File: src/rtl/xosera_bus_if.sv
// m68k host-bus front end: synchronizes pins, deglitches select, one rd/wr strobe per bus cycle.
// Strobe SYNC_STAGES+DEGLITCH clocks after cs_n falls; read byte lands 2 clocks after rd strobe; no backpressure.
module xosera_bus_if #(
  parameter int SYNC_STAGES = 2,
  parameter int DEGLITCH    = 2
) (
  input  logic        clk,
  input  logic        reset_i,
  input  logic        bus_cs_n_i,
  input  logic        bus_rd_nwr_i,
  input  logic        bus_bytesel_i,
  input  logic [3:0]  bus_reg_num_i,
  input  logic [7:0]  bus_data_i,
  output logic [7:0]  bus_data_o,
  input  logic [15:0] reg_rd_data_i,
  output logic        wr_strobe_o,
  output logic        rd_strobe_o,
  output logic [3:0]  reg_num_o,
  output logic        bytesel_o,
  output logic [7:0]  wr_data_o
);

  localparam int         BUS_W = 15;
  localparam logic [3:0] DEG4  = 4'(DEGLITCH);

  typedef enum logic [1:0] {WAIT_HIGH, IDLE, ARM, ACTIVE} state_t;

  logic [BUS_W-1:0] sync_q [SYNC_STAGES];

  // Synchronizer chain deliberately has no reset.
  always_ff @(posedge clk) begin
    sync_q[0] <= {bus_cs_n_i, bus_rd_nwr_i, bus_bytesel_i, bus_reg_num_i, bus_data_i};
    for (int i = 1; i < SYNC_STAGES; i++) begin
      sync_q[i] <= sync_q[i-1];
    end
  end

  logic       s_cs_n;
  logic       s_rd_nwr;
  logic       s_bytesel;
  logic [3:0] s_reg_num;
  logic [7:0] s_data;

  assign s_cs_n    = sync_q[SYNC_STAGES-1][14];
  assign s_rd_nwr  = sync_q[SYNC_STAGES-1][13];
  assign s_bytesel = sync_q[SYNC_STAGES-1][12];
  assign s_reg_num = sync_q[SYNC_STAGES-1][11:8];
  assign s_data    = sync_q[SYNC_STAGES-1][7:0];

  state_t     state, state_nxt;
  logic [3:0] count, count_nxt;
  logic       fire;
  logic       rd_pending;

  always_comb begin
    state_nxt = state;
    count_nxt = count;
    fire      = 1'b0;
    case (state)
      WAIT_HIGH: begin
        if (s_cs_n) state_nxt = IDLE;
      end
      IDLE: begin
        if (!s_cs_n) begin
          if (DEGLITCH == 1) begin
            fire      = 1'b1;
            state_nxt = ACTIVE;
          end else begin
            count_nxt = 4'd1;
            state_nxt = ARM;
          end
        end
      end
      ARM: begin
        if (s_cs_n) begin
          count_nxt = 4'd0;
          state_nxt = IDLE;
        end else if (count == DEG4) begin
          fire      = 1'b1;
          state_nxt = ACTIVE;
        end else begin
          count_nxt = count + 4'd1;
        end
      end
      ACTIVE: begin
        if (s_cs_n) begin
          count_nxt = 4'd0;
          state_nxt = IDLE;
        end
      end
      default: state_nxt = WAIT_HIGH;
    endcase
  end

  always_ff @(posedge clk) begin
    if (reset_i) begin
      state       <= WAIT_HIGH;
      count       <= 4'd0;
      wr_strobe_o <= 1'b0;
      rd_strobe_o <= 1'b0;
      reg_num_o   <= 4'd0;
      bytesel_o   <= 1'b0;
      wr_data_o   <= 8'd0;
      rd_pending  <= 1'b0;
      bus_data_o  <= 8'd0;
    end else begin
      state       <= state_nxt;
      count       <= count_nxt;
      wr_strobe_o <= fire & ~s_rd_nwr;
      rd_strobe_o <= fire & s_rd_nwr;
      if (fire) begin
        reg_num_o <= s_reg_num;
        bytesel_o <= s_bytesel;
        wr_data_o <= s_data;
      end
      // Register file presents read data the cycle after the strobe.
      rd_pending <= rd_strobe_o;
      if (rd_pending) begin
        bus_data_o <= bytesel_o ? reg_rd_data_i[7:0] : reg_rd_data_i[15:8];
      end
    end
  end

endmodule

File: config.mk
export PLATFORM = sky130hd
export DESIGN_NAME = xosera_bus_if
export DESIGN_NICKNAME = d
export VERILOG_FILES = /design/src/rtl/xosera_bus_if.sv
export SDC_FILE = /design/constraint.sdc
export NUM_CORES = 1
export LEC_CHECK = 0
export ABC_AREA = 1
export BUFFER_PORTS_ARGS = -buffer_cell sky130_fd_sc_hd__buf_2
export CAP_MARGIN = 20
export CORE_ASPECT_RATIO = 0.8
export CORE_MARGIN = 5
export CORE_UTILIZATION = 45
export CTS_CLUSTER_SIZE = 8
export DETAILED_ROUTE_END_ITERATION = 8
export GPL_TIMING_DRIVEN = 1
export PLACE_DENSITY = 0.72
export SYNTH_ARGS = -nofsm -noshare
export SYNTH_HDL_FRONTEND = slang
export SYNTH_SLANG_ARGS = --single-unit
File: constraint.sdc
create_clock -name clk -period 1.28 [get_ports clk]
set_input_delay 0.256 -clock clk [delete_from_list [all_inputs] [get_ports clk]]
set_output_delay 0.256 -clock clk [all_outputs]
set_load 0.005 [all_outputs]
== Word-level counts from Yosys, hierarchy flattened ==
Memory sizes are Yosys's and may differ from the RTL's.
Cells that the tools add are included.
Widths: inputs -> output; s select.
Storage, ports and cells
  RAM bits: 30
  memories: 1
  register bits: 30
  output and inout port bits: 23
Memory list
  sync_q: words 2, bits a word 15, rd ports 2, clocked after Yosys merged registers in 0, wr ports 2, line 28  | logic [BUS_W-1:0] sync_q [SYNC_STAGES];
Cells by class
  equality and inequality tests: 9
  muxes and demuxes: 14
  reduce and logical (&&, ||, !) cells: 5
  $add $sub $neg: 1
  bitwise operators: 3
Operators by type and width (count)
  $mux 4: 4
  $pmux 4 s3: 1
  $mux 2: 4
  $mux 8: 1
  $ne 3x3->1 const B: 2
  $pmux 2 s3: 1
  $add 4x1->4 const B: 1
  $eq 2x2->1 const B: 2
  $eq 4x2->1 const B: 1
  $ne 2x2->1 const B: 2
  $reduce_and 4->1: 1
  $mux 1: 3
  $reduce_and 3->1: 1
  $reduce_bool 3->1: 1
  $and 1x1->1: 2
  $eq 2x1->1 const B: 1
  $logic_not 2->1: 1
  $ne 2x1->1 const B: 1
  $reduce_or 2->1: 1
  $not 1->1: 1

== Logic depth before layout (Yosys ltp) ==
Gate-level depths: netlist of run 1.
  word-level depth: 5
  depth in mapped cells: 9
  gate-level depth less buffers: 9

== Worst setup path before layout of run 1 ==
OpenSTA, ideal clock, no wires.
  kind: register -> register
  start: register state[0]
  end: register reg_num_o[0], read port of sync_q
  period minus slack after synthesis: 1.292 ns
  cell stages (with the launch flop): 9
  arrival: 1.179 ns
  path buffers: 1
  setup slack: -0.012 ns
  setup time: 0.113 ns
  cell sequence: dfxtp_1 inv_1 ha_1 inv_2 nor2_4 nand3_4 buf_6 o21ai_1 nor2_1
Between the ends
  longest elaborated chain between the ends: 2
Ends and longest elaborated chain
  start, declared: line 50  | state_t state, state_nxt;
  start signal, assigned: line 107  | state <= state_nxt;
  $eq 2x2->1: line 59  | case (state)
  $mux 1: line 59
  end, declared: line 18  | output logic [3:0] reg_num_o,
No other way between the ends.
A chain may end at the register's enable or synchronous reset.

== Final worst setup path of run 1 ==
  start: register state[0]
  end: register count[2]
Between the ends
  longest elaborated chain between the ends: 3
  elaborated cells on any way between the ends: 9
  those cells by class: eq/ne: 6; mux: 1; reduce/logical: 2
Ends and longest elaborated chain
  $eq 2x2->1 / $eq 2x1->1 (equally long branches): line 59
  $ne 3x3->1 (no line), or another cell as far along
  $reduce_and 4->1 (no line)
  end signal, assigned: line 108  | count <= count_nxt;
  end, declared: line 51  | logic [3:0] count, count_nxt;
Parallel ways exist; a longest one is shown, timed or not.

==> flow_metrics.tcl, run 1 <==
set metrics [dict create \
    family_with_the_most_delay_on_the_worst_path "simple AND/OR/NAND/NOR gates" \
    synth_edf_count 0 \
    critical_path.most_common_cell "sky130_fd_sc_hd__inv_4" \
    r2r_cells 9 \
    finish.utilization_pct 66.20 \
    slew_violations 0 \
    path_cells "inv_4 > ha_4 > inv_4 > nor2_4 > buf_12 > nand3_4 > nand2_4 > nand2_2 > a21oi_2" \
    synth_top_area_cell "sky130_fd_sc_hd__dfxtp_1" \
    die_width_microns 84.60 \
    final_antenna_net_count 0 \
    cp_data_required_time_ns 1.54 \
    power_mw 4.568 \
    synth_area_leaders "sky130_fd_sc_hd__dfxtp_1, sky130_fd_sc_hd__nand2_1, sky130_fd_sc_hd__nor2_1" \
    route.detailed.vias_per_inst 4.583 \
    critical_path.startpoint_type "flip-flop" \
    number_of_global_route_vias_before_repair 1670 \
    synthesis.area_per_instance_sq_um 9.105 \
    ir_drop_mv 1.083 \
    routed_wl_per_cell_microns 12.67 \
    gr-usage-all-layers_pct 15.73 \
    mappedNetlistArea_sq_mm 0.002003 \
    timing.final.hold_violations 0 \
    wire_length_of_the_first_global_routing_pass_microns 7307 \
    gr-total-overflow 0 \
    slowest_stage_cell_on_the_critical_path "sky130_fd_sc_hd__dfxtp_4" \
    min_path_cells 1 \
    diodes 0 \
    yosysMostFrequentCell "sky130_fd_sc_hd__dfxtp_1" \
    synth_sequential_area_ratio_pct 59.96 \
    placed_area_sq_mm 0.002375 \
    post-dp-hpwl_microns 2851 \
    gp_routability_congestion 0.8416 \
    cellPowerDensity_mw_per_mm2 1621 \
    cts.root.buffer_cell "sky130_fd_sc_hd__clkbuf_8" \
    synth.net_count 259 \
    ys.flop_type "sky130_fd_sc_hd__dfxtp_1" \
    synthCells 220 \
    worst_hold_slack_ns 0.02377 \
    setup_violations 10 \
    timing.setup.critical_path_class "reg2reg" \
    worst_setup_path_end_kind "flip-flop" \
    clock_skew_ns 0.009204 \
    synthTopCellsByCount "sky130_fd_sc_hd__dfxtp_1, sky130_fd_sc_hd__nand2_1, sky130_fd_sc_hd__nor2_1, sky130_fd_sc_hd__inv_1, sky130_fd_sc_hd__nand3_1" \
    worst_slack_ns -0.05371 \
    final_nets 337 \
    io_buffer_count 55 \
    signed_area_change_from_the_synthesized_netlist_to_the_final_layout_pct 40.66 \
    reg2reg_from "state[0]" \
    pre_cts_slack_ns -0.1065 \
    synth-async-reset-ratio_pct 0 \
    worstPathBufferInverterCount 3 \
    post_synth_num_cell_types 22 \
    ys_warn_count 0 \
    cts.sink_count 60 \
    drcViolationCount 0 \
    first_element_of_the_critical_path "state[0]" \
    drt_pre_antenna_iters 4 \
    initial_utilization_pct 47.06 \
    slew-limit-headroom_pct 62.70 \
    layout.cell_area.non_filler_sq_mm 0.002818 \
    finalCritPeriodShare_pct 104.2 \
    max_freq_mhz 749.8 \
    yosys_reg_bits 60 \
    cts_tree "built" \
    cts_inserted_buffers 9 \
    maxCapViolations 0 \
    io_pins 56 \
    worstPathMaxFanout 5 \
    totalWireLength_microns 4561 \
    critical-path-max-stage-delay_ns 0.36 \
    arrival_worst_endpoint_ns 1.59 \
    num_vias 1650 \
    run_status "finished, violations left" \
    cts.clk_slew.worst_paths_ns 0.07 \
    leakage_power_total_nw 1.289 \
    worstHoldPathType "in2reg" \
    placeableCoreArea_sq_mm 0.004257 \
    violations "setup timing" \
    row_count 21 \
    worst-path-stages 9 \
    cts-htree-levels 3 \
    post_route_cells_drive_above_1_share_pct 38.61 \
    yosys.area.top_type_share_pct 59.96 \
    die_area_sq_mm 0.005894 \
    antenna_violations_before_repair 0 \
    worstMarginPinSlew_ns 0.5588 \
    grt_setup_unrepaired "yes" \
    worst_skew_pair.late_latency_ns 0.33 \
    fillCellCount 385 \
    grt_start_max_net_pins 23 \
    hp-start "bus_data_i[6]" \
    cts.path.max_buffers 2 \
    die_h_microns 69.68 \
    finalWorstPathRequiredPeriod_ns 1.334 \
    detail_route.iter0.violations 70 \
]
worst register-to-register path: cells and delay by family (launching register included):
| kind | cells | cell delay, ns |
|---|---|---|
| AOI/OAI and AO/OA | 1 | 0.15 |
| adders and majority gates | 1 | 0.15 |
| buffers and inverters | 3 | 0.25 |
| DFF | 1 | 0.36 |
| and+or+nand+nor | 4 | 0.36 |
layout make-up:
cell class | instances | area, sq um | share of cell area (%)
sequential | 60 | 1209 | 42.90
clock inverter | 5 | 37.54 | 1.332
tap | 57 | 71.32 | 2.531
multi-input combinational | 131 | 822.0 | 29.17
timing repair buffer | 72 | 441.7 | 15.67
inverter | 24 | 95.09 | 3.375
clock buffer | 11 | 141.4 | 5.018
worst paths after layout:
kind / to / slack, ns
setup reg to reg: count[2] / -0.05
setup / recovery: count[2] / -0.05
hold / removal: sync_q[0][6] / 0.02
hold reg to reg: sync_q[0][15] / 0.33
metal layers:
layer	global-route usage [%]	share of wire (%)	wire length (microns)
met4	5.975	0.57	26
met1	17.27	41	1867
met2	25.80	51	2318
met3	8.076	7.6	348
met5	0	0	0
timing repair:
action / 4_1_cts / 5_1_grt
setup buffers: 4 / 1
hold endpoints to repair: 0 / 4
hold buffers: 0 / 4
gates cloned: 3 / 0
gates resized for setup: 16 / 21
pin swaps: 10 / 16
setup endpoints to repair: 18 / 20
state kept, by name, summed over array words and instances (netlist names), 2 cells and up:
register and flops:
sync_q 30, bus_data_o 8, wr_data_o 8, count 4
reg_num_o 4, state 2
power by group:
| part | switching (mW) | internal (mW) | leakage [nW] |
|---|---|---|---|
| Clock | 0.714 | 0.757 | 0.0855 |
| Combinational | 0.599 | 0.445 | 0.707 |
| Sequential | 0.0703 | 1.98 | 0.497 |
through the flow:
| stage | TNS [ns] | instances |
|---|---|---|
| 2_1_floorplan | 0 | 220 |
| 3_3_place_gp | -0.2265 | 332 |
| 3_5_place_dp | -1.154 | 332 |
| 4_1_cts | 0 | 355 |
| 5_1_grt | -1.344 | 360 |
| 6_report | -0.1935 | 360 |
cell usage in the layout, fill, tap and decap left out, drive strengths merged:
cell | synthesis | layout
buf | 6 | 68
o211ai | 8 | 8
nand2 | 39 | 39
inv | 23 | 23
o21ai | 13 | 13
nor2 | 38 | 38
clkinvlp | 0 | 2
ha | 6 | 6
o22ai | 1 | 1
a21oi | 7 | 7
clkinv | 1 | 4
dlygate4sd3 | 0 | 4
nand3 | 14 | 17
clkbuf | 2 | 11
dfxtp | 60 | 60
nor3 | 1 | 1
nand4 | 1 | 1
logic make-up after synthesis:
group / after synthesis / synth area share, %
simple gates: 93 / 20.99
fa+ha+maj: 6 / 3.748
buf+inv: 32 / 6.995
flops: 60 / 59.96
compound gates: 29 / 8.307
(Power assumes the default switching activity.)
==> inputs of run 2 (changes only) <==
--- a/config.mk
+++ b/config.mk
@@ -15,6 +15,7 @@
 export DETAILED_ROUTE_END_ITERATION = 8
 export GPL_TIMING_DRIVEN = 1
 export PLACE_DENSITY = 0.72
+export SKIP_CTS_REPAIR_TIMING = 1
 export SYNTH_ARGS = -nofsm -noshare
 export SYNTH_HDL_FRONTEND = slang
 export SYNTH_SLANG_ARGS = --single-unit
==> run 2 against run 1 <==
  * Largest cell class unchanged
  * Die area unchanged
  * Final cell count is 1.1% lower
  * Non-clock buffer count decreased by 2
  * The run still ends with setup timing left
  * Global-route usage is 1.6 points lower
==> flow_metrics.tcl, run 2 (same netlist as run 1, synthesis figures left out) <==
set metrics [dict create \
    reg2reg_from "state[0]" \
    drcViolationCount 0 \
    worst_slack_ns -0.05320 \
    gp_routability_congestion 0.8416 \
    violations "setup timing" \
    critical_path.startpoint_type "flip-flop" \
    initial_utilization_pct 47.06 \
    cts.path.max_buffers 2 \
    run_status "finished, violations left" \
    number_of_flip_flops_in_the_largest_register 30 \
    seq_power_share_pct 47.4 \
    timing.final.hold_violations 0 \
    wire_length_of_the_first_global_routing_pass_microns 6603 \
    worstHoldPathType "in2reg" \
    grt_setup_unrepaired "yes" \
    critical_path.most_common_cell "sky130_fd_sc_hd__inv_4" \
    cts.clk_slew.worst_paths_ns 0.07 \
    cts-htree-levels 3 \
    cts_tree "built" \
    post-dp-hpwl_microns 2851 \
    io_pins 56 \
    regToRegSetupSlack_ns -0.05 \
    post_route_cells_drive_above_1_share_pct 37.12 \
    rr_endpoint "reg_num_o[1]" \
    placeableCoreArea_sq_mm 0.004257 \
    arrival_worst_endpoint_ns 1.56 \
    worst_hold_slack_ns 0.02452 \
    number_of_global_route_vias_before_repair 1541 \
    gr-total-overflow 0 \
    final_nets 333 \
    worst_setup_path_end_kind "flip-flop" \
    ir_drop_mv 1.062 \
    regMostFlops "sync_q" \
    worstPathMaxFanout 5 \
    clkPwrFrac_pct 33.9 \
    antenna_violations_before_repair 0 \
    cp_data_required_time_ns 1.51 \
    power.share.switching_pct 28.42 \
    largest_registers "sync_q (30), bus_data_o (8), wr_data_o (8)" \
    cellPowerDensity_mw_per_mm2 1591 \
    multiInputGateArea_sq_um 749.5 \
    slew-limit-headroom_pct 62.85 \
    most-common-layout-cells "sky130_fd_sc_hd__dfxtp_1, sky130_fd_sc_hd__buf_2, sky130_fd_sc_hd__nand2_1" \
    cts_inserted_buffers 9 \
    slowest_stage_cell_on_the_critical_path "sky130_fd_sc_hd__dfxtp_4" \
    diodes 0 \
    hp-start "bus_data_i[6]" \
    signed_area_change_from_the_synthesized_netlist_to_the_final_layout_pct 35.85 \
    die_h_microns 69.68 \
    gr-usage-all-layers_pct 14.17 \
    p_int_mw 3.099 \
    die_width_microns 84.60 \
    clock_skew_ns 0.009725 \
    finalWorstPathRequiredPeriod_ns 1.333 \
    drt_pre_antenna_iters 4 \
    num_vias 1588 \
    critical-path-max-stage-delay_ns 0.36 \
    slew_violations 0 \
    r2r_cells 8 \
    route.detailed.vias_per_inst 4.461 \
    layout_commonest_cell "sky130_fd_sc_hd__dfxtp_1" \
    timing.setup.critical_path_class "reg2reg" \
    worstMarginPinSlew_ns 0.5565 \
    max_freq_mhz 750.1 \
    routed_wl_per_cell_microns 11.46 \
    cts.sink_count 60 \
    totalWireLength_microns 4078 \
    cts.root.buffer_cell "sky130_fd_sc_hd__clkbuf_8" \
    min_path_cells 1 \
    grt_start_max_net_pins 23 \
    timing.setup.tns_ns -0.3866 \
    setup_violations 10 \
    register_cell_area_after_layout_sq_mm 0.001209 \
    leakage_power_total_nw 1.269 \
    worst_skew_pair.late_latency_ns 0.33 \
    first_element_of_the_critical_path "state[0]" \
    detail_route.iter0.violations 68 \
    power.switching_mw 1.231 \
    timing.hold.worst_endpoint "sync_q[0][6]" \
    row_count 21 \
    die_area_sq_mm 0.005894 \
    path_cells "inv_4 > ha_4 > inv_4 > nor2_4 > nand3_4 > buf_6 > o21ai_2 > nor2_1" \
    maxCapViolations 0 \
    finalCritPeriodShare_pct 104.2 \
    io_buffer_count 55 \
    fillCellCount 402 \
    combinationalPowerShare_pct 18.7 \
    final_antenna_net_count 0 \
]
==> run 2: worst max-delay path by stage <==
stage	slack (ns)	end
6_report	-0.05	reg_num_o[1]
5_1_grt	-0.12	wr_data_o[4]
4_1_cts	-0.12	wr_data_o[3]
3_5_place_dp	-0.11	wr_data_o[3]
3_3_place_gp	-0.04	count[3]
2_1_floorplan	0.01	reg_num_o[0]
==> run 2: power by group through the flow <==
stage | Clock [mW] | Sequential, mW | Combinational [mW]
final | 1.47 | 2.05 | 0.809
after global routing | 1.62 | 2.06 | 0.911
after CTS | 1.51 | 2.01 | 0.682
after detailed placement | 0 | 2.06 | 0.678
after global placement | 0 | 2.05 | 0.653
after floorplan | 0 | 2.05 | 0.461
==> run 2: through the flow <==
stage	util (%)	instance area [sq um]	total power [mW]	std cells	setup WS, ns
finish	63.93	2721	4.330	356	-0.05320
global route	63.93	2721	4.592	356	-0.1194
CTS	59.99	2554	4.210	348	-0.1167
detailed placement	55.79	2375	2.734	332	-0.1065
global placement	55.79	2375	2.706	332	-0.04446
floorplan	-	2006	2.515	220	0.009950
==> run 2: metal layers <==
| metal | vias to the layer above | track usage (%) | routed length, microns |
|---|---|---|---|
| li1 | 846 | - | - |
| met1 | 695 | 15.73 | 1806 |
| met2 | 42 | 22.68 | 1907 |
| met3 | 5 | 7.957 | 330 |
| met4 | 0 | 5.097 | 34 |
| met5 | - | 0 | 0 |
==> run 2: worst max-delay path: cells and delay by family, from the launching register on <==
kind / cells / cell delay (ns)
fa+ha+maj: 1 / 0.15
compound gates: 1 / 0.11
simple gates: 3 / 0.34
flops: 1 / 0.36
buf+inv: 3 / 0.27
==> run 2: layout make-up <==
class / count / share of cell area [%]
sequential: 60 / 44.41
timing repair buffer: 70 / 15.36
clock inverter: 5 / 1.379
tap: 57 / 2.621
inverter: 24 / 3.494
clock buffer: 11 / 5.195
multi-input combinational: 129 / 27.54
==> inputs of run 3 (changes only) <==
--- a/config.mk
+++ b/config.mk
@@ -10,11 +10,12 @@
 export CAP_MARGIN = 20
 export CORE_ASPECT_RATIO = 0.8
 export CORE_MARGIN = 5
-export CORE_UTILIZATION = 45
+export CORE_UTILIZATION = 48
+export CTS_BUF_LIST = sky130_fd_sc_hd__clkbuf_8
 export CTS_CLUSTER_SIZE = 8
 export DETAILED_ROUTE_END_ITERATION = 8
 export GPL_TIMING_DRIVEN = 1
-export PLACE_DENSITY = 0.72
+export PLACE_DENSITY = 0.76
 export SKIP_CTS_REPAIR_TIMING = 1
 export SYNTH_ARGS = -nofsm -noshare
 export SYNTH_HDL_FRONTEND = slang
==> run 3 against run 2 <==
  * The run still ends with setup timing left
  * Total power up 4.9%
  * Flip-flop and latch count did not move
  * Hold slack worse by 0.0075 ns
  * Setup slack improved by 0.0061 ns
  * First-iteration DRC count down 19%
  * Register-to-register slack barely moved
  * Final cell count increased by 3.1%
  * Non-clock buffer count increased by 10
  * Maximum frequency up 0.46%
  * Sequential power is essentially flat
==> flow_metrics.tcl, run 3 (same netlist as run 1, synthesis figures left out) <==
set metrics [dict create \
    combinationalPowerShare_pct 18.3 \
    cts_tree "built" \
    die_area_sq_mm 0.005573 \
    clkPwrFrac_pct 36.7 \
    diodes 0 \
    post_route_cells_drive_above_1_share_pct 34.84 \
    clock_skew_ns 0.004653 \
    cts.path.max_buffers 2 \
    run_status "finished, violations left" \
    cts.clk_slew.worst_paths_ns 0.07 \
    power.share.switching_pct 28.31 \
    drcViolationCount 0 \
    gr-usage-all-layers_pct 15.46 \
    slew-limit-headroom_pct 66.66 \
    placeableCoreArea_sq_mm 0.004099 \
    power.switching_mw 1.285 \
    max_freq_mhz 753.5 \
    detail_route.iter0.violations 55 \
    multiInputGateArea_sq_um 740.7 \
    worst_setup_path_end_kind "flip-flop" \
    critical_path.startpoint_type "flip-flop" \
    p_int_mw 3.255 \
    violations "setup timing" \
    path_cells "inv_4 > ha_4 > inv_2 > nor2_4 > nand2_1 > nand3_2 > nand2_1 > nand2_1 > nor2_1" \
    post-dp-hpwl_microns 2690 \
    number_of_flip_flops_in_the_largest_register 30 \
    grt_setup_unrepaired "yes" \
    register_cell_area_after_layout_sq_mm 0.001206 \
    cp_data_required_time_ns 1.51 \
    signed_area_change_from_the_synthesized_netlist_to_the_final_layout_pct 40.72 \
    worst_skew_pair.late_latency_ns 0.34 \
    final_antenna_net_count 0 \
    worst_slack_ns -0.04708 \
    cellPowerDensity_mw_per_mm2 1611 \
    drt_pre_antenna_iters 4 \
    die_h_microns 67.78 \
    initial_utilization_pct 48.87 \
    gr-total-overflow 0 \
    slowest_stage_cell_on_the_critical_path "sky130_fd_sc_hd__dfxtp_2" \
    finalWorstPathRequiredPeriod_ns 1.327 \
    most-common-layout-cells "sky130_fd_sc_hd__dfxtp_1, sky130_fd_sc_hd__buf_2, sky130_fd_sc_hd__nand2_1" \
    row_count 21 \
    worst_hold_slack_ns 0.01703 \
    io_buffer_count 55 \
    seq_power_share_pct 45.0 \
    worstPathMaxFanout 4 \
    cts-htree-levels 3 \
    route.detailed.vias_per_inst 4.605 \
    cts.root.buffer_cell "sky130_fd_sc_hd__clkbuf_8" \
    worstHoldPathType "in2reg" \
    leakage_power_total_nw 1.298 \
    finalCritPeriodShare_pct 103.7 \
    routed_wl_per_cell_microns 11.99 \
    final_nets 344 \
    gp_routability_congestion 0.9003 \
    cts_inserted_buffers 9 \
    slew_violations 0 \
    maxCapViolations 0 \
    arrival_worst_endpoint_ns 1.56 \
    timing.setup.tns_ns -0.4316 \
    fillCellCount 321 \
    critical-path-max-stage-delay_ns 0.34 \
    timing.setup.critical_path_class "reg2reg" \
    timing.final.hold_violations 0 \
    worstMarginPinSlew_ns 0.4994 \
    totalWireLength_microns 4399 \
    setup_violations 17 \
    regMostFlops "sync_q" \
    wire_length_of_the_first_global_routing_pass_microns 6210 \
    ir_drop_mv 1.170 \
    cts.sink_count 60 \
    die_width_microns 82.23 \
    critical_path.most_common_cell "sky130_fd_sc_hd__nand2_1" \
    num_vias 1690 \
    io_pins 56 \
    layout_commonest_cell "sky130_fd_sc_hd__dfxtp_1" \
    power_mw 4.540 \
    grt_start_max_net_pins 23 \
    largest_registers "sync_q (30), bus_data_o (8), wr_data_o (8)" \
    antenna_violations_before_repair 0 \
    number_of_global_route_vias_before_repair 1455 \
]
[run 3: cell types whose count changed in the layout (fill, tap and decap cells not counted), sizes merged]
cell / previous run / this run
dlygate4sd3: 4 / 12
buf: 66 / 68
clkbuf: 11 / 9
bufinv: 0 / 1
clkinv: 4 / 3
clkinvlp: 2 / 3
inv: 23 / 24
nand3: 15 / 16
[run 3: worst max-delay path: cells and delay by family (launching register included)]
kind / cells / cell delay [ns]
flops: 1 / 0.34
fa+ha+maj: 1 / 0.15
buf+inv: 2 / 0.12
simple gates: 6 / 0.59
[run 3: routing by layer]
| metal | GRT usage, % | routed length, microns |
|---|---|---|
| met5 | 0 | 0 |
| met3 | 8.267 | 322 |
| met4 | 7.469 | 54 |
| met1 | 17.32 | 1814 |
| met2 | 24.00 | 2208 |
[run 3: power by group through the flow]
stage / combinational [mW] / clock (mW) / sequential, mW
finish: 0.831 / 1.67 / 2.04
global placement: 0.651 / 0 / 2.05
CTS: 0.661 / 1.72 / 2.02
global route: 0.929 / 1.82 / 2.06
floorplan: 0.461 / 0 / 2.05
detailed placement: 0.650 / 0 / 2.06
[run 3: path summary, 6_finish.rpt]
| path | from | endpoint | slack, ns | cells past startpoint |
|---|---|---|---|---|
| max | state[0] | state[0] | -0.05 | 9 |
| min | bus_reg_num_i[0] | sync_q[0][8] | 0.02 | 1 |
| min reg2reg | sync_q[0][10] | sync_q[0][25] | 0.33 | 0 |
| max reg2reg | state[0] | state[0] | -0.05 | 9 |
[run 3: through the flow]
| step | worst slack, ns | util [%] | area, sq um | std cells |
|---|---|---|---|---|
| 6_report | -0.04708 | 68.77 | 2819 | 367 |
| 5_1_grt | -0.1545 | 68.77 | 2819 | 367 |
| 4_1_cts | -0.1352 | 62.79 | 2574 | 348 |
| 3_5_place_dp | -0.1124 | 57.94 | 2375 | 332 |
| 3_3_place_gp | -0.05096 | 57.94 | 2375 | 332 |
| 2_1_floorplan | 0.009950 | - | 2006 | 220 |
[run 3: layout make-up]
class	instances	share of cell area (%)
Tap cell	57	2.530
Timing Repair Buffer	80	18.06
Sequential cell	60	42.79
Inverter	24	3.285
Clock inverter	7	2.663
Clock buffer	9	4.394
Multi-Input combinational cell	130	26.28
